**src/rtl/pos_pid_mc.sv**
```systemverilog
// Multi-channel position PID: one time-multiplexed datapath and a single shared multiplier serve
// NCH axes, each with its own target, sample, integrator, bypass and overrun state.
module pos_pid_mc #(
    parameter int unsigned NCH   = 2,
    parameter int unsigned DW    = 16,
    parameter int unsigned GW    = 16,
    parameter int unsigned ISW   = 24,
    parameter int unsigned SHIFT = 10
) (
    input  logic              clk_pid,
    input  logic              sys_rstn,
    input  logic [GW-1:0]     kp,
    input  logic [GW-1:0]     ki,
    input  logic [GW-1:0]     kd,
    input  logic [DW-1:0]     dac_limit,
    input  logic [ISW-1:0]    pid_i_saturation,
    input  logic [NCH-1:0]    pid_en,
    input  logic [NCH-1:0]    spi_new_target_valid,
    input  logic [NCH*DW-1:0] pos_target,
    input  logic [NCH-1:0]    pos_adc_data_valid,
    input  logic [NCH*DW-1:0] pos_adc,
    output logic [NCH*DW-1:0] pos_dac,
    output logic [NCH-1:0]    pos_dac_valid,
    output logic [NCH-1:0]    overrun
);
    localparam int unsigned CW  = (NCH > 1) ? $clog2(NCH) : 1;
    localparam int unsigned EW  = DW + 1;
    localparam int unsigned DEW = DW + 2;
    localparam int unsigned PW  = GW + 1 + DEW;
    localparam int unsigned IW  = ISW + 1;
    localparam int unsigned AW  = ((PW > IW) ? PW : IW) + 2;

    typedef enum logic [2:0] {StIdle, StLoad, StMulP, StMulI, StMulD, StSum, StWrite} state_e;

    state_e               state_q;
    logic [CW-1:0]        ch_q;
    logic [CW-1:0]        rr_q;
    logic [NCH-1:0]       adc_vld_q;
    logic [NCH-1:0]       tgt_vld_q;
    logic [NCH-1:0]       pending_q;
    logic [NCH-1:0]       kick_q;
    logic signed [DW-1:0] target_q [NCH];
    logic signed [DW-1:0] adc_q    [NCH];
    logic signed [DW-1:0] dac_q    [NCH];
    logic signed [IW-1:0] integ_q  [NCH];
    logic signed [EW-1:0] e_prev_q [NCH];
    logic signed [EW-1:0] e_q;
    logic signed [DEW-1:0] de_q;
    logic signed [DW-1:0] tgt_w_q;
    logic signed [DW-1:0] u_q;
    logic                 bypass_q;
    logic signed [PW-1:0] p_q;
    logic signed [PW-1:0] d_q;

    logic [NCH-1:0] adc_rise;
    logic [NCH-1:0] tgt_rise;
    logic [NCH-1:0] req;
    logic [NCH-1:0] load_clr;
    assign adc_rise = pos_adc_data_valid & ~adc_vld_q;
    assign tgt_rise = spi_new_target_valid & ~tgt_vld_q;
    // A fresh edge is eligible in the same cycle it is seen, giving the 6-cycle latency.
    assign req      = pending_q | adc_rise;
    assign load_clr = (state_q == StLoad) ? (NCH'(1) << ch_q) : '0;

    logic [NCH-1:0] req_rot;
    logic           pick_found;
    logic [CW:0]    pick_sum;
    logic [CW-1:0]  pick_ch;
    always_comb begin
        req_rot    = NCH'({req, req} >> rr_q);
        pick_found = 1'b0;
        pick_sum   = {1'b0, rr_q};
        for (int k = 0; k < NCH; k++) begin
            if (!pick_found && req_rot[k]) begin
                pick_found = 1'b1;
                pick_sum   = {1'b0, rr_q} + (CW+1)'(k);
            end
        end
        pick_ch = (pick_sum >= (CW+1)'(NCH)) ? CW'(pick_sum - (CW+1)'(NCH)) : CW'(pick_sum);
    end

    logic signed [EW-1:0]  e_load;
    logic signed [DEW-1:0] de_load;
    assign e_load  = {target_q[ch_q][DW-1], target_q[ch_q]} - {adc_q[ch_q][DW-1], adc_q[ch_q]};
    assign de_load = {e_load[EW-1], e_load} - {e_prev_q[ch_q][EW-1], e_prev_q[ch_q]};

    logic [GW-1:0]         mul_gain;
    logic signed [DEW-1:0] mul_x;
    logic signed [PW-1:0]  mul_p;
    always_comb begin
        mul_gain = kp;
        mul_x    = {e_q[EW-1], e_q};
        if (state_q == StMulI) begin
            mul_gain = ki;
        end else if (state_q == StMulD) begin
            mul_gain = kd;
            mul_x    = de_q;
        end
    end
    assign mul_p = PW'($signed({1'b0, mul_gain})) * PW'(mul_x);

    logic signed [AW-1:0] i_lim;
    logic signed [AW-1:0] i_sum;
    logic signed [AW-1:0] i_clamped;
    assign i_lim = $signed(AW'(pid_i_saturation));
    assign i_sum = AW'(integ_q[ch_q]) + AW'(mul_p >>> SHIFT);
    always_comb begin
        i_clamped = i_sum;
        if (i_sum > i_lim) begin
            i_clamped = i_lim;
        end else if (i_sum < -i_lim) begin
            i_clamped = -i_lim;
        end
    end

    logic signed [PW:0]   pd_sum;
    logic signed [AW-1:0] u_lim;
    logic signed [AW-1:0] u_src;
    logic signed [AW-1:0] u_clamped;
    assign pd_sum = {p_q[PW-1], p_q} + {d_q[PW-1], d_q};
    assign u_lim  = $signed(AW'(dac_limit));
    always_comb begin
        u_src     = bypass_q ? AW'(tgt_w_q) : AW'(pd_sum >>> SHIFT) + AW'(integ_q[ch_q]);
        u_clamped = u_src;
        if (u_src > u_lim) begin
            u_clamped = u_lim;
        end else if (u_src < -u_lim) begin
            u_clamped = -u_lim;
        end
    end

    always_comb begin
        pos_dac = '0;
        for (int i = 0; i < NCH; i++) begin
            pos_dac[i*DW +: DW] = dac_q[i];
        end
    end

    always_ff @(posedge clk_pid or negedge sys_rstn) begin
        if (!sys_rstn) begin
            state_q       <= StIdle;
            ch_q          <= '0;
            rr_q          <= '0;
            adc_vld_q     <= '0;
            tgt_vld_q     <= '0;
            pending_q     <= '0;
            kick_q        <= '0;
            overrun       <= '0;
            pos_dac_valid <= '0;
            e_q           <= '0;
            de_q          <= '0;
            tgt_w_q       <= '0;
            u_q           <= '0;
            bypass_q      <= 1'b0;
            p_q           <= '0;
            d_q           <= '0;
            for (int i = 0; i < NCH; i++) begin
                target_q[i] <= '0;
                adc_q[i]    <= '0;
                dac_q[i]    <= '0;
                integ_q[i]  <= '0;
                e_prev_q[i] <= '0;
            end
        end else begin
            adc_vld_q     <= pos_adc_data_valid;
            tgt_vld_q     <= spi_new_target_valid;
            pos_dac_valid <= '0;
            unique case (state_q)
                StIdle: begin
                    if (pick_found) begin
                        ch_q    <= pick_ch;
                        state_q <= StLoad;
                    end
                end
                StLoad: begin
                    e_q      <= e_load;
                    de_q     <= kick_q[ch_q] ? '0 : de_load;
                    tgt_w_q  <= target_q[ch_q];
                    bypass_q <= ~pid_en[ch_q];
                    if (!pid_en[ch_q]) begin
                        integ_q[ch_q]  <= '0;
                        e_prev_q[ch_q] <= '0;
                    end
                    state_q <= StMulP;
                end
                StMulP: begin
                    p_q     <= mul_p;
                    state_q <= StMulI;
                end
                StMulI: begin
                    if (!bypass_q) begin
                        integ_q[ch_q] <= IW'(i_clamped);
                    end
                    state_q <= StMulD;
                end
                StMulD: begin
                    d_q     <= mul_p;
                    state_q <= StSum;
                end
                StSum: begin
                    u_q     <= DW'(u_clamped);
                    state_q <= StWrite;
                end
                StWrite: begin
                    dac_q[ch_q]         <= u_q;
                    pos_dac_valid[ch_q] <= 1'b1;
                    e_prev_q[ch_q]      <= bypass_q ? '0 : e_q;
                    rr_q                <= (ch_q == CW'(NCH - 1)) ? '0 : ch_q + CW'(1);
                    state_q             <= StIdle;
                end
                default: state_q <= StIdle;
            endcase
            // New edges win over the LOAD clear so an edge during service is queued again.
            pending_q <= (pending_q & ~load_clr) | adc_rise;
            kick_q    <= (kick_q & ~load_clr) | tgt_rise;
            overrun   <= overrun | (adc_rise & pending_q & ~load_clr);
            for (int i = 0; i < NCH; i++) begin
                if (adc_rise[i]) begin
                    adc_q[i] <= pos_adc[i*DW +: DW];
                end
                if (tgt_rise[i]) begin
                    target_q[i] <= pos_target[i*DW +: DW];
                end
            end
        end
    end
endmodule

```
**config.mk**
```make
export PLATFORM = sky130hd
export DESIGN_NAME = pos_pid_mc
export DESIGN_NICKNAME = d
export VERILOG_FILES = /design/src/rtl/pos_pid_mc.sv
export SDC_FILE = /design/constraint.sdc
export NUM_CORES = 2
export LEC_CHECK = 0
export CAP_MARGIN = 20
export CORE_ASPECT_RATIO = 1.2
export CORE_MARGIN = 5
export CORE_UTILIZATION = 67
export CTS_CLUSTER_DIAMETER = 100
export DETAILED_ROUTE_END_ITERATION = 10
export PLACE_DENSITY = 0.88
export SETUP_SLACK_MARGIN = 0.05
export SLEW_MARGIN = 15
export SYNTH_ARGS = -nofsm -noshare
export SYNTH_HDL_FRONTEND = slang
export SYNTH_SLANG_ARGS = --single-unit
```
**constraint.sdc**
```tcl
create_clock -name clk_pid -period 35.5 [get_ports clk_pid]
set_input_delay 5.325 -clock clk_pid [delete_from_list [all_inputs] [get_ports clk_pid]]
set_output_delay 5.325 -clock clk_pid [all_outputs]
set_load 0.02 [all_outputs]
```
==> results.json <==
{
  "htreeDepth": 2,
  "maxCapViolCount": 0,
  "syn-cell-area_sq_um": 34200,
  "path_max_fanout": 24,
  "cts_tree": "yes",
  "hpwl_microns": 77600,
  "top_usage_layer": "met2",
  "ctsResizeCount": 0,
  "syn_inst": 3768,
  "gp_congestion": 1.02,
  "finalSetupTns_ps": 0,
  "drt_iter0_markers": 2730,
  "globalRouteOverflowTotal": 0,
  "grt_pass1_wl_microns": 159000,
  "crit_type": "in2reg",
  "cts_num_sinks": 335,
  "cts_setup_buffers": 0,
  "avgSynthCellArea_sq_um": 9.07,
  "ctsLongestPathBuffers": 3,
  "crit_required_ps": 35950,
  "path_clk_slew_ps": 60,
  "final_common_cell": "nand2_1",
  "drtPass1Iterations": 6,
  "synth_nets": 4539,
  "finalWirelength_microns": 101000,
  "start_kind": "input pin",
  "pin_count": 196,
  "ant_nets": 0,
  "row_count": 90,
  "final-hold-violation-count": 0,
  "wl_per_cell_microns": 21.9,
  "drive_gt1_share_pct": 8.12,
  "start_util_pct": 67.8,
  "mostFrequentLayoutCells": "nand2_1, inv_1, dfrtp_1",
  "finalCriticalPeriod_ps": 17390,
  "fmax_mhz": 57.5,
  "die_area_sq_um": 55700,
  "ys_seq_area_share_pct": 24.5,
  "cts_buffers": 37,
  "synth_top_cell_area_share_pct": 24.5,
  "finalClockSkew_ps": 32.4,
  "core_area_sq_um": 50400,
  "rrSetupSlack_ps": 21020,
  "yosys_register_bits": 335,
  "grt_pass1_vias": 29800,
  "num-nets-final": 4682,
  "yosysWarningCount": 0,
  "grt_max_degree": 165,
  "viasPerCell": 6.34,
  "reg2reg_from": "state_q[1]$_DFFE_PN0P_",
  "report.final.slew_viol_count": 0,
  "period_share_pct": 49.0,
  "finalSetupViolCount": 0,
  "port_buffers": 195,
  "grt_use_met3_pct": 7.04,
  "end_kind": "flop",
  "die_w_microns": 216,
  "root_buffer": "clkbuf_16",
  "startpoint": "kp[9]",
  "status": "finished clean",
  "antenna_found_initial": 3,
  "clkLatencyLatePin_ps": 580,
  "areaGrowthSynthToFinish_pct": 11.8,
  "met1_usage_pct": 41.5,
  "instances_no_fill": 4587,
  "min_from": "integ_q[21]$_DFFE_PN0P_",
  "max_slew_margin_pct": 16.2,
  "critPathTopFamily": "compound AO/OA/AOI/OAI gates",
  "async_reset_ff_share_pct": 100,
  "cp.arrival_ps": 17850,
  "synth_cell_types": 81,
  "worst_pin_slew_ps": 1250,
  "dp.cells": 4515,
  "cts-hold-fix-buffers": 0,
  "cp_slowest_cell": "nor2_4",
  "slowest_delay_ps": 740,
  "via_count": 29100,
  "grt_setup_unrepaired": "no",
  "synth_area_leaders": "dfrtp_1, fa_1, ha_1",
  "crit_buf_inv": 7,
  "drcViolationCount": 0,
  "use_met2_pct": 60.4,
  "cpMostUsedCell": "a21o_1",
  "synth-main-ff-cell": "dfrtp_1",
  "min_path_type": "reg2reg",
  "yosysTopAreaCell": "dfrtp_1",
  "die_h_microns": 257,
  "grt_use_total_pct": 35.6,
  "synth_edf_count": 0
}
registers in the layout, summed over array words and instances (netlist names), 3 cells and up:
name / flops
adc_q: 32
d_q: 35
de_q: 18
e_prev_q: 34
e_q: 17
integ_q: 50
p_q: 35
pos_dac: 32
state_q: 3
target_q: 32
tgt_w_q: 16
u_q: 16
through the flow:
stage               setup slack, ps  hold slack (ps)  cell area, sq um  util (%)
floorplan                     18950              443             34200         -
global placement              17690              449             36800      72.8
detailed placement            17720              454             36800      72.9
CTS                           18270              475             38200      75.7
global route                  17490              497             38200      75.8
finish                        18110              479             38200      75.8
cells by family (layout without fill, tap and decap cells):
group	count (synthesis)	after routing	share of synthesized area (%)
buffers and inverters	636	808	7.12
AOI/OAI and AO/OA	712	712	13.9
muxes	248	248	7.87
other	0	3	0
xor gates and xnor gates	140	140	3.63
and+or+nand+nor	1086	1086	14.1
adders and majority gates	611	611	28.9
DFF	335	335	24.5
cell type report:
| cell class | instances | area [sq um] |
|---|---|---|
| multi-input cells | 2797 | 23400 |
| inverters | 507 | 1900 |
| diodes | 3 | 7.51 |
| fillers | 3451 | 12200 |
| clock inverters | 18 | 352 |
| clock buffers | 50 | 1070 |
| flip-flops and latches | 335 | 8390 |
| repair buffers | 233 | 2270 |
| well taps | 644 | 806 |
Yosys cell counts, drive strengths merged (11+ instances only):
cell type	count
a211o	11
a211oi	12
a21boi	18
a21o	84
a21oi	143
a22o	37
a31oi	18
a32o	22
and2	20
and3	22
buf	33
clkbuf	96
dfrtp	335
fa	297
ha	314
inv	505
mux2	164
mux2i	84
nand2	515
nand2b	40
nand3	38
nand4	26
nor2	267
nor2b	46
nor3	47
nor4	15
o21a	41
o21ai	207
o21bai	13
o221a	12
o31ai	20
or2	11
or3	20
xnor2	108
xor2	31
layer usage:
metal  routed length (microns)  vias up
met2                     47800     1574
met1                     36100    14100
li1                          -    12900
met4                      8060        0
met3                      8640      482
met5                         0        -
path summary, 6_finish.rpt:
path / cells after the start / endpoint
worst max-delay path: 49 / integ_q[4]$_DFFE_PN0P_
worst min-delay path: 2 / integ_q[21]$_DFFE_PN0P_
worst max register to register: 49 / integ_q[4]$_DFFE_PN0P_
worst min register to register: 2 / integ_q[21]$_DFFE_PN0P_
max in group asynchronous: 3 / pos_dac[11]$_DFFE_PN0P_
min in group asynchronous: 1 / tgt_vld_q[1]$_DFF_PN0_
worst register-to-register path: cells and delay by family (launching register included):
family,cells,cell delay (ps)
and+or+nand+nor,11,2300
muxes,1,450
AOI/OAI and AO/OA,20,5590
DFF,1,510
adders and majority gates,9,4090
buffers and inverters,7,1090
xor gates and xnor gates,1,300
Power is left out: the tool's default activity adds up to more than one toggle a clock period on the data nets, which glitch-free logic cannot reach.
